File: config.mk
export PLATFORM = sky130hd
export DESIGN_NAME = gpu_cpu_bridge
export DESIGN_NICKNAME = d
export VERILOG_FILES = /design/src/rtl/gpu_cpu_bridge.sv
export SDC_FILE = /design/constraint.sdc
export NUM_CORES = 1
export LEC_CHECK = 0
export CAP_MARGIN = 20
export CORE_MARGIN = 5
export CORE_UTILIZATION = 40
export CTS_CLUSTER_DIAMETER = 200
export DETAILED_ROUTE_END_ITERATION = 10
export GPL_TIMING_DRIVEN = 1
export PLACE_DENSITY = 0.66
export SETUP_SLACK_MARGIN = 0.1
export SLEW_MARGIN = 20
export SYNTH_ARGS = -nofsm -noshare
export SYNTH_HDL_FRONTEND = slang
export SYNTH_SLANG_ARGS = --single-unit
File: constraint.sdc
create_clock -name CLK100MHz -period 2.75 [get_ports CLK100MHz]
set_input_delay 0.55 -clock CLK100MHz [delete_from_list [all_inputs] [get_ports CLK100MHz]]
set_output_delay 0.55 -clock CLK100MHz [all_outputs]
set_load 0.1 [all_outputs]
File: src/rtl/gpu_cpu_bridge.sv
// CPU-to-GPU register bridge: oversamples an asynchronous CPU bus, decodes the
// register file and queues VRAM writes through a 4-entry FIFO.
module gpu_cpu_bridge (
    input  logic        CLK100MHz,
    input  logic        rst,
    input  logic        cpu_clk,
    input  logic        cs,
    input  logic        rw,
    input  logic [2:0]  addr,
    input  logic [7:0]  data_in,
    output logic [7:0]  data_out,
    output logic        data_oe,
    output logic        vram_req,
    output logic [15:0] vram_addr,
    output logic [7:0]  vram_wdata,
    input  logic        vram_ready,
    input  logic        vblank,
    output logic        display_en
);

    localparam logic [2:0] A_ADDR_LO = 3'd0;
    localparam logic [2:0] A_ADDR_HI = 3'd1;
    localparam logic [2:0] A_DATA    = 3'd2;
    localparam logic [2:0] A_INCR    = 3'd3;
    localparam logic [2:0] A_CONTROL = 3'd4;
    localparam logic [2:0] A_STATUS  = 3'd5;

    // {cpu_clk, cs, rw, addr, data_in}
    logic [13:0] bus_s1, bus_s2;
    logic        clk_d3;

    logic       clk_s2, cs_s2, rw_s2;
    logic [2:0] addr_s2;
    logic [7:0] data_s2;
    assign {clk_s2, cs_s2, rw_s2, addr_s2, data_s2} = bus_s2;

    logic [15:0] ptr;
    logic [7:0]  incr;
    logic [7:0]  control;
    logic        ovf;

    logic [23:0] fifo_mem [4];
    logic [1:0]  wr_idx, rd_idx;
    logic [2:0]  count;

    logic cycle_end, wr_en, push_req, push, pop, drop, full, empty, status_rd;

    assign cycle_end = clk_d3 && !clk_s2;
    assign wr_en     = cycle_end && !cs_s2 && !rw_s2;
    assign status_rd = cycle_end && !cs_s2 && rw_s2 && (addr_s2 == A_STATUS);
    assign push_req  = wr_en && (addr_s2 == A_DATA);
    assign full      = (count == 3'd4);
    assign empty     = (count == 3'd0);
    assign pop       = !empty && vram_ready;
    // A full FIFO still accepts a push when the head leaves in the same cycle.
    assign push      = push_req && (!full || pop);
    assign drop      = push_req && full && !pop;

    assign vram_req   = !empty;
    assign vram_addr  = fifo_mem[rd_idx][23:8];
    assign vram_wdata = fifo_mem[rd_idx][7:0];
    assign display_en = control[0];
    assign data_oe    = !cs_s2 && rw_s2 && clk_s2;

    always_comb begin
        data_out = 8'h00;
        if (data_oe) begin
            case (addr_s2)
                A_ADDR_LO: data_out = ptr[7:0];
                A_ADDR_HI: data_out = ptr[15:8];
                A_INCR:    data_out = incr;
                A_CONTROL: data_out = control;
                A_STATUS:  data_out = {4'b0000, vblank, ovf, empty, full};
                default:   data_out = 8'h00;
            endcase
        end
    end

    always_ff @(posedge CLK100MHz) begin
        if (rst) begin
            bus_s1  <= '0;
            bus_s2  <= '0;
            clk_d3  <= 1'b0;
            ptr     <= 16'h0000;
            incr    <= 8'h01;
            control <= 8'h00;
            ovf     <= 1'b0;
            wr_idx  <= 2'd0;
            rd_idx  <= 2'd0;
            count   <= 3'd0;
        end else begin
            bus_s1 <= {cpu_clk, cs, rw, addr, data_in};
            bus_s2 <= bus_s1;
            clk_d3 <= clk_s2;

            if (wr_en) begin
                case (addr_s2)
                    A_ADDR_LO: ptr[7:0]  <= data_s2;
                    A_ADDR_HI: ptr[15:8] <= data_s2;
                    A_DATA:    ptr       <= ptr + {8'h00, incr};
                    A_INCR:    incr      <= data_s2;
                    A_CONTROL: control   <= data_s2;
                    default:   ;
                endcase
            end

            if (push) begin
                fifo_mem[wr_idx] <= {ptr, data_s2};
                wr_idx           <= wr_idx + 2'd1;
            end
            if (pop)
                rd_idx <= rd_idx + 2'd1;
            case ({push, pop})
                2'b10:   count <= count + 3'd1;
                2'b01:   count <= count - 3'd1;
                default: ;
            endcase

            // A drop in the same cycle as the STATUS read wins.
            if (drop)
                ovf <= 1'b1;
            else if (status_rd)
                ovf <= 1'b0;
        end
    end

endmodule
==> flow_metrics.env <==
export IMPL_tightest_slew_ns=0.643
export IMPL_drt_wl_total_um=15000
export IMPL_cp_data_arrival_time_ns=2.04
export IMPL_firstDrtPassIters=5
export IMPL_io_buffers=52
export IMPL_yosysWarnings=0
export IMPL_clock_sinks=167
export IMPL_register_area_um2=4310
export IMPL_hold_class="flip-flop to flip-flop"
export IMPL_dp_hpwl_um=10200
export IMPL_drtAntennaViolNets=0
export IMPL_syn_area_per_cell_um2=13.2
export IMPL_slowest_stage="dfxtp_4"
export IMPL_period_share_pct=94.1
export IMPL_reg2reg_to="ptr[14]"
export IMPL_drt_iter0_drc=267
export IMPL_reg2reg_depth=8
export IMPL_crit_start="bus_s2[10]"
export IMPL_rows=48
export IMPL_syn_to_final_growth_pct=28.5
export IMPL_yosys_area_share_adder_pct=2.93
export IMPL_crit_type="flip-flop to primary output"
export IMPL_cp_top_family="compound AO/OA/AOI/OAI gates"
export IMPL_start_util_pct=40.5
export IMPL_vias=4535
export IMPL_io_pins=53
export IMPL_die_area_um2=20000
export IMPL_synthDistinctLibCells=60
export IMPL_clk_path_buf_depth=2
export IMPL_synth_mux_area_share_pct=10.0
export IMPL_drc=0
export IMPL_synth_top_family_by_area="simple AND/OR/NAND/NOR gates"
export IMPL_ir_worst_vdd_uv=394
export IMPL_finClkSkew_ns=0.00678
export IMPL_vias_per_cell=5.44
export IMPL_ys_ff_latch=167
export IMPL_start_kind="flip-flop"
export IMPL_die_w_um=142
export IMPL_cp_end_kind="primary output"
export IMPL_async_reset_ff_share_pct=0
export IMPL_fin_util_pct=52.0
export IMPL_yosys_most_used_dff="edfxtp_1"
export IMPL_fmax_mhz=387
export IMPL_hold_path_end="bus_s2[0]"
export IMPL_p_per_area_nw_per_um2=577
export IMPL_synth_simple_area_share_pct=11.9
export IMPL_finalMaxSlewViolations=0
export IMPL_relSlewSlack_pct=57.1
export IMPL_ys_seq_area_share_pct=62.1
export IMPL_synth_xor_area_share_pct=1.14
export IMPL_track_usage_pct=16.0
export IMPL_wire_per_inst_um=18.0
export IMPL_diodes=0
export IMPL_synth_nets=558
export IMPL_rrSetupSlack_ns=0.31
export IMPL_fin_crit_ns=2.59
export IMPL_crit_fanout=6
export IMPL_power_mw=5.14
export IMPL_tns_ns=0
export IMPL_antenna_found_initial=0
export IMPL_rsz0062_at_grt="yes"
export IMPL_grt_pass1_vias=4673
export IMPL_nets=629
export IMPL_clkSlewWorstSetupHoldPaths_ns=0.06
export IMPL_status="finished, final reports clean"
export IMPL_cp_cell_sequence="mux2_4 -> a22o_1 -> a222oi_1 -> buf_4 -> nor2_4 -> buf_12"
export IMPL_cts_tree="done"
export IMPL_syn_area_um2=6930
export IMPL_multi_input_area_um2=2580
export IMPL_die_h_um=142
export IMPL_drive_gt1_share_pct=23.5
export IMPL_cts_root_buf="clkbuf_16"
export IMPL_grt_pass1_wl_um=24600
export IMPL_crit_required_ns=2.20
export IMPL_worst_path_buf_inv=2
export IMPL_place_inst=798
export IMPL_hold_path_startpoint="bus_s1[0]"
export IMPL_synth_compound_area_share_pct=9.74
export IMPL_worst_hold_slack_ns=0.436
export IMPL_synth_edf_count=96
export IMPL_cellLeakagePower_nw=3.09
export IMPL_place_gp_congestion=0.909
export IMPL_core_um2=17100
export IMPL_timing_rr_start="ptr[0]"
export IMPL_syn_inst=525
export IMPL_cap_violations=0
export IMPL_setup_violations=0
export IMPL_grt_ovfl_total=0
export IMPL_grt_max_degree=58
export IMPL_fill_cells=1436
export IMPL_cts_made_buffers=17
export IMPL_instances_no_fill=834
export IMPL_min_path_cells=1
export IMPL_finalHoldViolCount=0
export IMPL_max_stage_delay_ns=0.40
export IMPL_clock_latency_ns=0.43
export IMPL_htree_num_levels=4
worst reg2reg max path, stage by stage, from the launching register on:
cell and delay (ns):
dfxtp_1 0.41, ha_1 0.29, fa_1 0.43, a211oi_1 0.30
buf_4 0.18, nor3_2 0.07, o21ai_0 0.25, mux2_2 0.36
o21ai_0 0.07
timing repair:
action / CTS / global route
hold buffers: 0 / 0
setup buffers: 1 / 3
endpoints found under the setup margin: 8 / 9
resized for setup: 17 / 4
pin swaps: 5 / 1
where the power goes:
| part | switching [mW] | leakage (nW) | internal [mW] |
|---|---|---|---|
| Combinational | 0.0866 | 1.34 | 0.0704 |
| Sequential | 0.0289 | 1.47 | 2.65 |
| Clock | 0.934 | 0.276 | 1.37 |
cells by family after synthesis:
group / count (synthesis)
AO/OA/AOI/OAI: 96
XOR/XNOR: 9
adder cells (fa/ha/maj): 15
buffers and inverters: 37
flip-flops: 167
multiplexers: 39
AND/OR/NAND/NOR: 162
through the flow:
step	setup slack, ns	area [um^2]
final	0.163	8900
after global routing	0.0795	8900
after CTS	0.105	8860
after detailed placement	0.0594	8230
after global placement	0.0634	8230
after floorplan	0.121	6990
routing by layer:
metal,vias to the layer above,global-route usage (%),part of all wire [%]
met2,142,25.4,48
li1,2125,-,-
met1,2231,20.1,43
met5,-,0,0
met3,37,3.94,6.0
met4,0,8.69,3.6
worst max path at each step:
| stage | end | cells after the start |
|---|---|---|
| floorplan | data_out[1] | 5 |
| global placement | data_out[3] | 7 |
| detailed placement | data_out[3] | 7 |
| CTS | data_out[3] | 6 |
| global route | data_out[0] | 5 |
| finish | data_out[3] | 6 |
synth_stat cells (3+ instances only):
library cell | instances | area [um^2]
edfxtp_1 | 96 | 2880
dfxtp_1 | 71 | 1420
nor2_1 | 44 | 165
nor2b_1 | 35 | 219
nand2_1 | 32 | 120
mux4_2 | 24 | 541
a21oi_1 | 22 | 110
nand3_1 | 16 | 80.1
o21ai_0 | 16 | 80.1
clkbuf_1 | 14 | 52.6
ha_1 | 13 | 163
mux2i_1 | 13 | 130
inv_1 | 10 | 37.5
buf_2 | 8 | 40.0
nor3_1 | 7 | 35.0
o211ai_1 | 7 | 52.6
a222oi_1 | 6 | 60.1
a22o_1 | 6 | 52.6
a311oi_1 | 6 | 52.6
and2_1 | 6 | 37.5
a22oi_1 | 5 | 37.5
nand2b_1 | 5 | 31.3
xor2_1 | 5 | 43.8
a21o_1 | 4 | 30.0
buf_1 | 4 | 15.0
or3_1 | 4 | 25.0
xnor2_1 | 4 | 35.0
a211oi_1 | 3 | 22.5
registers in the layout, indices dropped and copies added (netlist names), named ones only:
register	flops
bus_s1	14
bus_s2	14
clk_d3	1
control	8
count	3
fifo_mem	96
incr	8
ovf	1
ptr	16
rd_idx	2
wr_idx	2
cells in the final DEF, fill, tap and decap left out, drive strengths merged, types with 2 or more instances in the layout:
cell,n
a211o,2
a211oi,3
a21o,4
a21oi,22
a222oi,6
a22o,6
a22oi,5
a311o,2
a311oi,6
and2,7
and3,2
buf,61
clkbuf,23
clkdlybuf4s50,15
clkinv,3
clkinvlp,4
dfxtp,71
edfxtp,96
fa,2
ha,13
inv,12
mux2,2
mux2i,13
mux4,24
nand2,32
nand2b,5
nand3,16
nand3b,2
nand4,2
nor2,44
nor2b,35
nor3,8
o211ai,7
o21ai,17
or3,4
or4b,2
xnor2,4
xor2,5
final cells by class:
| cell class | count | share of cell area [%] |
|---|---|---|
| clock buffer | 23 | 5.60 |
| clock inverter | 9 | 1.01 |
| inverter | 11 | 0.478 |
| multi-input combinational | 321 | 29.0 |
| sequential | 167 | 48.5 |
| tap | 225 | 3.16 |
| timing repair buffer | 78 | 12.3 |
No activity file was read; power rests on OpenSTA's default activity.
